[src/rtl/mem_wb_stage.sv]
// MEM/WB pipeline register: latches the write-back bundle, tracks one outstanding
// data-RAM load, aligns/extends the returned word and drives the GPR/HILO/CP0 write ports.
module mem_wb_stage #(
    parameter int DATA_WIDTH     = 32,
    parameter int REG_ADDR_WIDTH = 5,
    parameter int CP0_ADDR_WIDTH = 8
) (
    input  logic                      clk,
    input  logic                      rst,
    input  logic                      stall,
    input  logic                      flush,
    input  logic                      mem_read_flag_in,
    input  logic                      mem_sign_ext_flag_in,
    input  logic [3:0]                mem_sel_in,
    input  logic [DATA_WIDTH-1:0]     result_in,
    input  logic                      write_reg_en_in,
    input  logic [REG_ADDR_WIDTH-1:0] write_reg_addr_in,
    input  logic                      hilo_write_en_in,
    input  logic [DATA_WIDTH-1:0]     hi_in,
    input  logic [DATA_WIDTH-1:0]     lo_in,
    input  logic                      cp0_write_en_in,
    input  logic [CP0_ADDR_WIDTH-1:0] cp0_addr_in,
    input  logic [DATA_WIDTH-1:0]     cp0_write_data_in,
    input  logic [DATA_WIDTH-1:0]     ram_rdata,
    input  logic                      ram_rvalid,
    output logic                      stall_req,
    output logic                      reg_write_en,
    output logic [REG_ADDR_WIDTH-1:0] reg_write_addr,
    output logic [DATA_WIDTH-1:0]     reg_write_data,
    output logic                      hilo_write_en,
    output logic [DATA_WIDTH-1:0]     hi_out,
    output logic [DATA_WIDTH-1:0]     lo_out,
    output logic                      cp0_write_en,
    output logic [CP0_ADDR_WIDTH-1:0] cp0_addr,
    output logic [DATA_WIDTH-1:0]     cp0_write_data
);

    typedef enum logic [1:0] {
        S_IDLE  = 2'd0,
        S_WAIT  = 2'd1,
        S_DRAIN = 2'd2
    } state_t;

    state_t state_q, state_d;

    logic                      read_flag_q;
    logic                      sign_ext_q;
    logic [3:0]                sel_q;
    logic [DATA_WIDTH-1:0]     result_q;
    logic                      wr_en_q;
    logic [REG_ADDR_WIDTH-1:0] wr_addr_q;
    logic                      hilo_en_q;
    logic [DATA_WIDTH-1:0]     hi_q;
    logic [DATA_WIDTH-1:0]     lo_q;
    logic                      cp0_en_q;
    logic [CP0_ADDR_WIDTH-1:0] cp0_addr_q;
    logic [DATA_WIDTH-1:0]     cp0_data_q;

    logic                      load_capture;
    logic [7:0]                byte_v;
    logic [15:0]               half_v;
    logic [DATA_WIDTH-1:0]     load_data;

    assign load_capture = !flush && !stall && mem_read_flag_in;

    always_ff @(posedge clk) begin
        if (!rst) begin
            state_q     <= S_IDLE;
            read_flag_q <= 1'b0;
            sign_ext_q  <= 1'b0;
            sel_q       <= '0;
            result_q    <= '0;
            wr_en_q     <= 1'b0;
            wr_addr_q   <= '0;
            hilo_en_q   <= 1'b0;
            hi_q        <= '0;
            lo_q        <= '0;
            cp0_en_q    <= 1'b0;
            cp0_addr_q  <= '0;
            cp0_data_q  <= '0;
        end else begin
            state_q <= state_d;
            if (flush) begin
                read_flag_q <= 1'b0;
                sign_ext_q  <= 1'b0;
                sel_q       <= '0;
                result_q    <= '0;
                wr_en_q     <= 1'b0;
                wr_addr_q   <= '0;
                hilo_en_q   <= 1'b0;
                hi_q        <= '0;
                lo_q        <= '0;
                cp0_en_q    <= 1'b0;
                cp0_addr_q  <= '0;
                cp0_data_q  <= '0;
            end else if (!stall) begin
                read_flag_q <= mem_read_flag_in;
                sign_ext_q  <= mem_sign_ext_flag_in;
                sel_q       <= mem_sel_in;
                result_q    <= result_in;
                wr_en_q     <= write_reg_en_in;
                wr_addr_q   <= write_reg_addr_in;
                hilo_en_q   <= hilo_write_en_in;
                hi_q        <= hi_in;
                lo_q        <= lo_in;
                cp0_en_q    <= cp0_write_en_in;
                cp0_addr_q  <= cp0_addr_in;
                cp0_data_q  <= cp0_write_data_in;
            end
        end
    end

    // Lane select uses the latched byte address; misaligned accesses never arrive here.
    always_comb begin
        byte_v    = ram_rdata[{result_q[1:0], 3'b000} +: 8];
        half_v    = result_q[1] ? ram_rdata[31:16] : ram_rdata[15:0];
        load_data = '0;
        case (sel_q)
            4'b0001: load_data = {{24{sign_ext_q & byte_v[7]}}, byte_v};
            4'b0011: load_data = {{16{sign_ext_q & half_v[15]}}, half_v};
            4'b1111: load_data = ram_rdata;
            default: load_data = '0;
        endcase
    end

    always_comb begin
        state_d        = state_q;
        stall_req      = 1'b0;
        reg_write_en   = 1'b0;
        reg_write_addr = wr_addr_q;
        reg_write_data = result_q;
        case (state_q)
            S_IDLE: begin
                // A completed load whose fields were held by stall must not write twice.
                reg_write_en = wr_en_q && !read_flag_q;
                if (load_capture) state_d = S_WAIT;
            end
            S_WAIT: begin
                stall_req      = !ram_rvalid;
                reg_write_data = load_data;
                if (flush) begin
                    state_d = ram_rvalid ? S_IDLE : S_DRAIN;
                end else if (ram_rvalid) begin
                    reg_write_en = wr_en_q;
                    state_d      = load_capture ? S_WAIT : S_IDLE;
                end
            end
            S_DRAIN: begin
                stall_req = !ram_rvalid;
                if (ram_rvalid) state_d = load_capture ? S_WAIT : S_IDLE;
            end
            default: state_d = S_IDLE;
        endcase
    end

    assign hilo_write_en  = hilo_en_q;
    assign hi_out         = hi_q;
    assign lo_out         = lo_q;
    assign cp0_write_en   = cp0_en_q;
    assign cp0_addr       = cp0_addr_q;
    assign cp0_write_data = cp0_data_q;

endmodule

[config.mk]
export PLATFORM = sky130hd
export DESIGN_NAME = mem_wb_stage
export DESIGN_NICKNAME = d
export VERILOG_FILES = /design/src/rtl/mem_wb_stage.sv
export SDC_FILE = /design/constraint.sdc
export NUM_CORES = 1
export LEC_CHECK = 0
export CORE_AREA = 2 2 129 131
export CTS_CLUSTER_SIZE = 8
export DETAILED_ROUTE_END_ITERATION = 6
export DIE_AREA = 0 0 131 133
export PLACE_DENSITY = 0.8
export RECOVER_POWER = 25
export SETUP_SLACK_MARGIN = 0.5
export SLEW_MARGIN = 20
export SYNTH_ARGS = -nofsm -noshare
export SYNTH_HDL_FRONTEND = slang
export SYNTH_SLANG_ARGS = --single-unit
[constraint.sdc]
create_clock -name clk -period 2.6 [get_ports clk]
set_clock_uncertainty 0.05 [all_clocks]
set_input_delay 0.52 -clock clk [delete_from_list [all_inputs] [get_ports clk]]
set_output_delay 0.52 -clock clk [all_outputs]
set_load 0.02 [all_outputs]
==> run summary <==
Dpl cells - 1181
Worst R2R Setup Slack - 980 ps
DR WL/cell - 17.3 microns
Layout fillers - 1259
Initial Utilization - 38.8%
Root Driver - clkbuf_16
Routed Antenna Nets - 0
Post-synth ARST share - 0%
Status - finished, violations left
Vias/cell - 4.92
Lkg Pwr - 4.63 nW
Largest net degree at the start of global routing - 81
Worst skew pair latency - 420 ps
Final WS setup - -11.5 ps
Clock sinks - 152
Cell variety after synth - 41
Layout cells sized above 1 - 18.1%
Vias in the first global route - 6109
Reg area - 3050 sq um
Placer congestion estimate - 0.853
Max FO, Critical Path - 16
Max-capacitance violation count - 0
Clk slew on worst S/H paths - 60 ps
Remaining DRCs - 0
Reg2reg path depth - 10
Area after DPL - 10100 sq um
Setup Crit Path Kind - register to primary output
Die area - 17400 sq um
Gr usage total - 23.7%
Layout area overhead - 75.9%
# diodes - 0
Flops & latches, synth - 152
Row cnt - 47
Power per cell area - 557 nW/um^2
Fin util - 68.2%
# IOs - 332
First drt pass iteration count - 6
Post-Synthesis Net Count - 816
Worst-case clock buffer depth - 2
Worst setup path startpoint - state_q[1]
Final non-filler cell total - 1222
Final worst-path cycle share - 100%
Port Buffers - 331
GRT overflow - 0
Final WL - 21.1 mm
R2R Path Start - state_q[1]
Failing checks - negative setup slack
HP Class - register to register
Design area - 11000 sq um
Worst EP arrival - 2040 ps
Startpoint Class - register
Post-synth EDFFs - 0
First-pass GRT wire length - 31.9 mm
Unrepaired setup endpoints after global routing - yes
HPWL Detailed - 15.2 mm
Multi-input gate area - 3210 sq um
Sequential share of the synthesized area - 48.5%
Actual slew at the worst max-slew pin - 759 ps
Vias - 6007
DIE HEIGHT - 133 microns
Mapped Cells - 625
Tmin final - 2610 ps
CP required - 2030 ps
Initial antenna violation count - 0
Crit path capture - reg_write_data[24]
Slew Limit Fails - 0
Post-cts hold buffer count - 0
Fmax - 0.383 GHz
Design Power - 6.15 mW
Syn_area_per_cell - 10.0 sq um
Final nets - 1181
Chip width - 131 microns
Peak supply drop - 0.405 mV
Pre-CTS setup slack - -466 ps
CP endpoint kind - primary output
Reg2reg end - state_q[0]
Hold Vio Cnt, Final - 0
Initial DRC count - 288
YS warnings - 0
CTS buffer count - 17
CTS tree - yes
Final setup vio count - 1
Most used flip-flop cell after synthesis - dfxtp_1
Max_slew headroom - 49.3%
Core Area - 16200 sq um
H-tree depth - 4
Synth Cell Area - 6270 sq um
registers in the layout, indices dropped and copies added, names as in the netlist:
| signal | cells |
|---|---|
| hilo_write_en | 1 |
| reg_write_addr | 5 |
| sel_q | 4 |
| sign_ext_q | 1 |
| cp0_write_en | 1 |
| state_q | 2 |
| wr_en_q | 1 |
| read_flag_q | 1 |
| hi_out | 32 |
| cp0_addr | 8 |
| cp0_write_data | 32 |
| result_q | 32 |
| lo_out | 32 |
layout by cell type (no fill, tap or decap), types with 3 or more instances in the layout:
cell type	Yosys	final
clkdlybuf4s50_1	0	291
nor2_1	155	155
mux2i_1	153	152
dfxtp_1	152	146
buf_4	0	57
buf_6	4	27
clkbuf_16	0	17
a221o_1	16	16
inv_1	17	15
nand2_1	9	9
a22oi_2	0	7
mux2_2	7	7
o221ai_2	0	5
a222oi_1	5	5
buf_12	0	5
dfxtp_2	0	5
nand3_2	0	4
o21ai_2	0	4
o21ai_1	0	4
a21oi_1	3	3
o21ai_0	13	3
bufinv_16	0	3
clkbuf_8	0	3
clkinvlp_4	0	3
synthesized netlist by cell type, types with 2 or more instances:
master / n / area [sq um]
nor2_1: 155 / 582
mux2i_1: 153 / 1530
dfxtp_1: 152 / 3040
buf_2: 17 / 85.1
inv_1: 17 / 63.8
a221o_1: 16 / 160
clkbuf_1: 14 / 52.6
o21ai_0: 13 / 65.1
nand2_1: 9 / 33.8
a22oi_1: 8 / 60.1
buf_1: 7 / 26.3
mux2_2: 7 / 78.8
nand3_1: 7 / 35.0
o221ai_1: 6 / 52.6
a222oi_1: 5 / 50.1
buf_6: 4 / 45.0
ha_1: 4 / 50.1
a21oi_1: 3 / 15.0
nor2b_1: 3 / 18.8
a221oi_1: 2 / 17.5
nand2b_1: 2 / 12.5
o211ai_1: 2 / 15.0
kinds of logic after synthesis:
| logic type | count (synthesis) | share of synthesized area, % |
|---|---|---|
| AO/OA/AOI/OAI | 59 | 7.70 |
| adder cells (fa/ha/maj) | 4 | 0.798 |
| buffers and inverters | 60 | 4.41 |
| flip-flops | 152 | 48.5 |
| multiplexers | 160 | 25.7 |
| AND/OR/NAND/NOR | 190 | 12.9 |
stage by stage:
step / hold WS [ps] / TNS (ps)
2_1_floorplan: 404 / 0
3_3_place_gp: 417 / -9310
4_1_cts: 448 / -80.6
6_report: 442 / -11.5
3_5_place_dp: 432 / -10270
5_1_grt: 465 / -951
where the power goes:
group          leakage (nW)  switching [mW]  internal [mW]
sequential             1.24          0.0469           2.41
clock                 0.286           0.975           1.56
combinational          3.11           0.507          0.651
layout make-up:
type,count,area share [%]
inverters,18,0.624
multi-input cells,413,29.1
well taps,220,2.49
clock inverters,10,1.30
flip-flops and latches,152,27.7
repair buffers,388,34.7
clock buffers,21,4.17
timing repair:
| item | 4_1_cts | 5_1_grt |
|---|---|---|
| pin swaps | 26 | 10 |
| resized for setup | 230 | 25 |
| endpoints found under the setup margin | 34 | 34 |
| buffers inserted | 9 | 1 |
worst min-delay path by stage:
stage             endpoint         from  slack [ps]  cells past startpoint
2_1_floorplan  read_flag_q  read_flag_q         400                      2
3_3_place_gp   read_flag_q  read_flag_q         420                      2
3_5_place_dp    lo_out[21]   lo_out[21]         430                      2
4_1_cts         lo_out[21]   lo_out[21]         450                      2
5_1_grt         hi_out[24]   hi_out[24]         470                      2
6_report        lo_out[21]   lo_out[21]         440                      2
critical path: stages (launching register included):
cell	delay, ps
dfxtp_2	330
inv_2	50
ha_4	170
and4bb_2	260
and3_4	190
buf_12	140
a221o_1	330
buf_6	160
metal layers:
layer  track usage, %  part of all wire (%)
met1             24.8                    37
met5                0                     0
met4             10.7                   2.7
met2             41.4                    51
met3             9.06                   9.2
No activity file was read; power rests on OpenSTA's default activity.
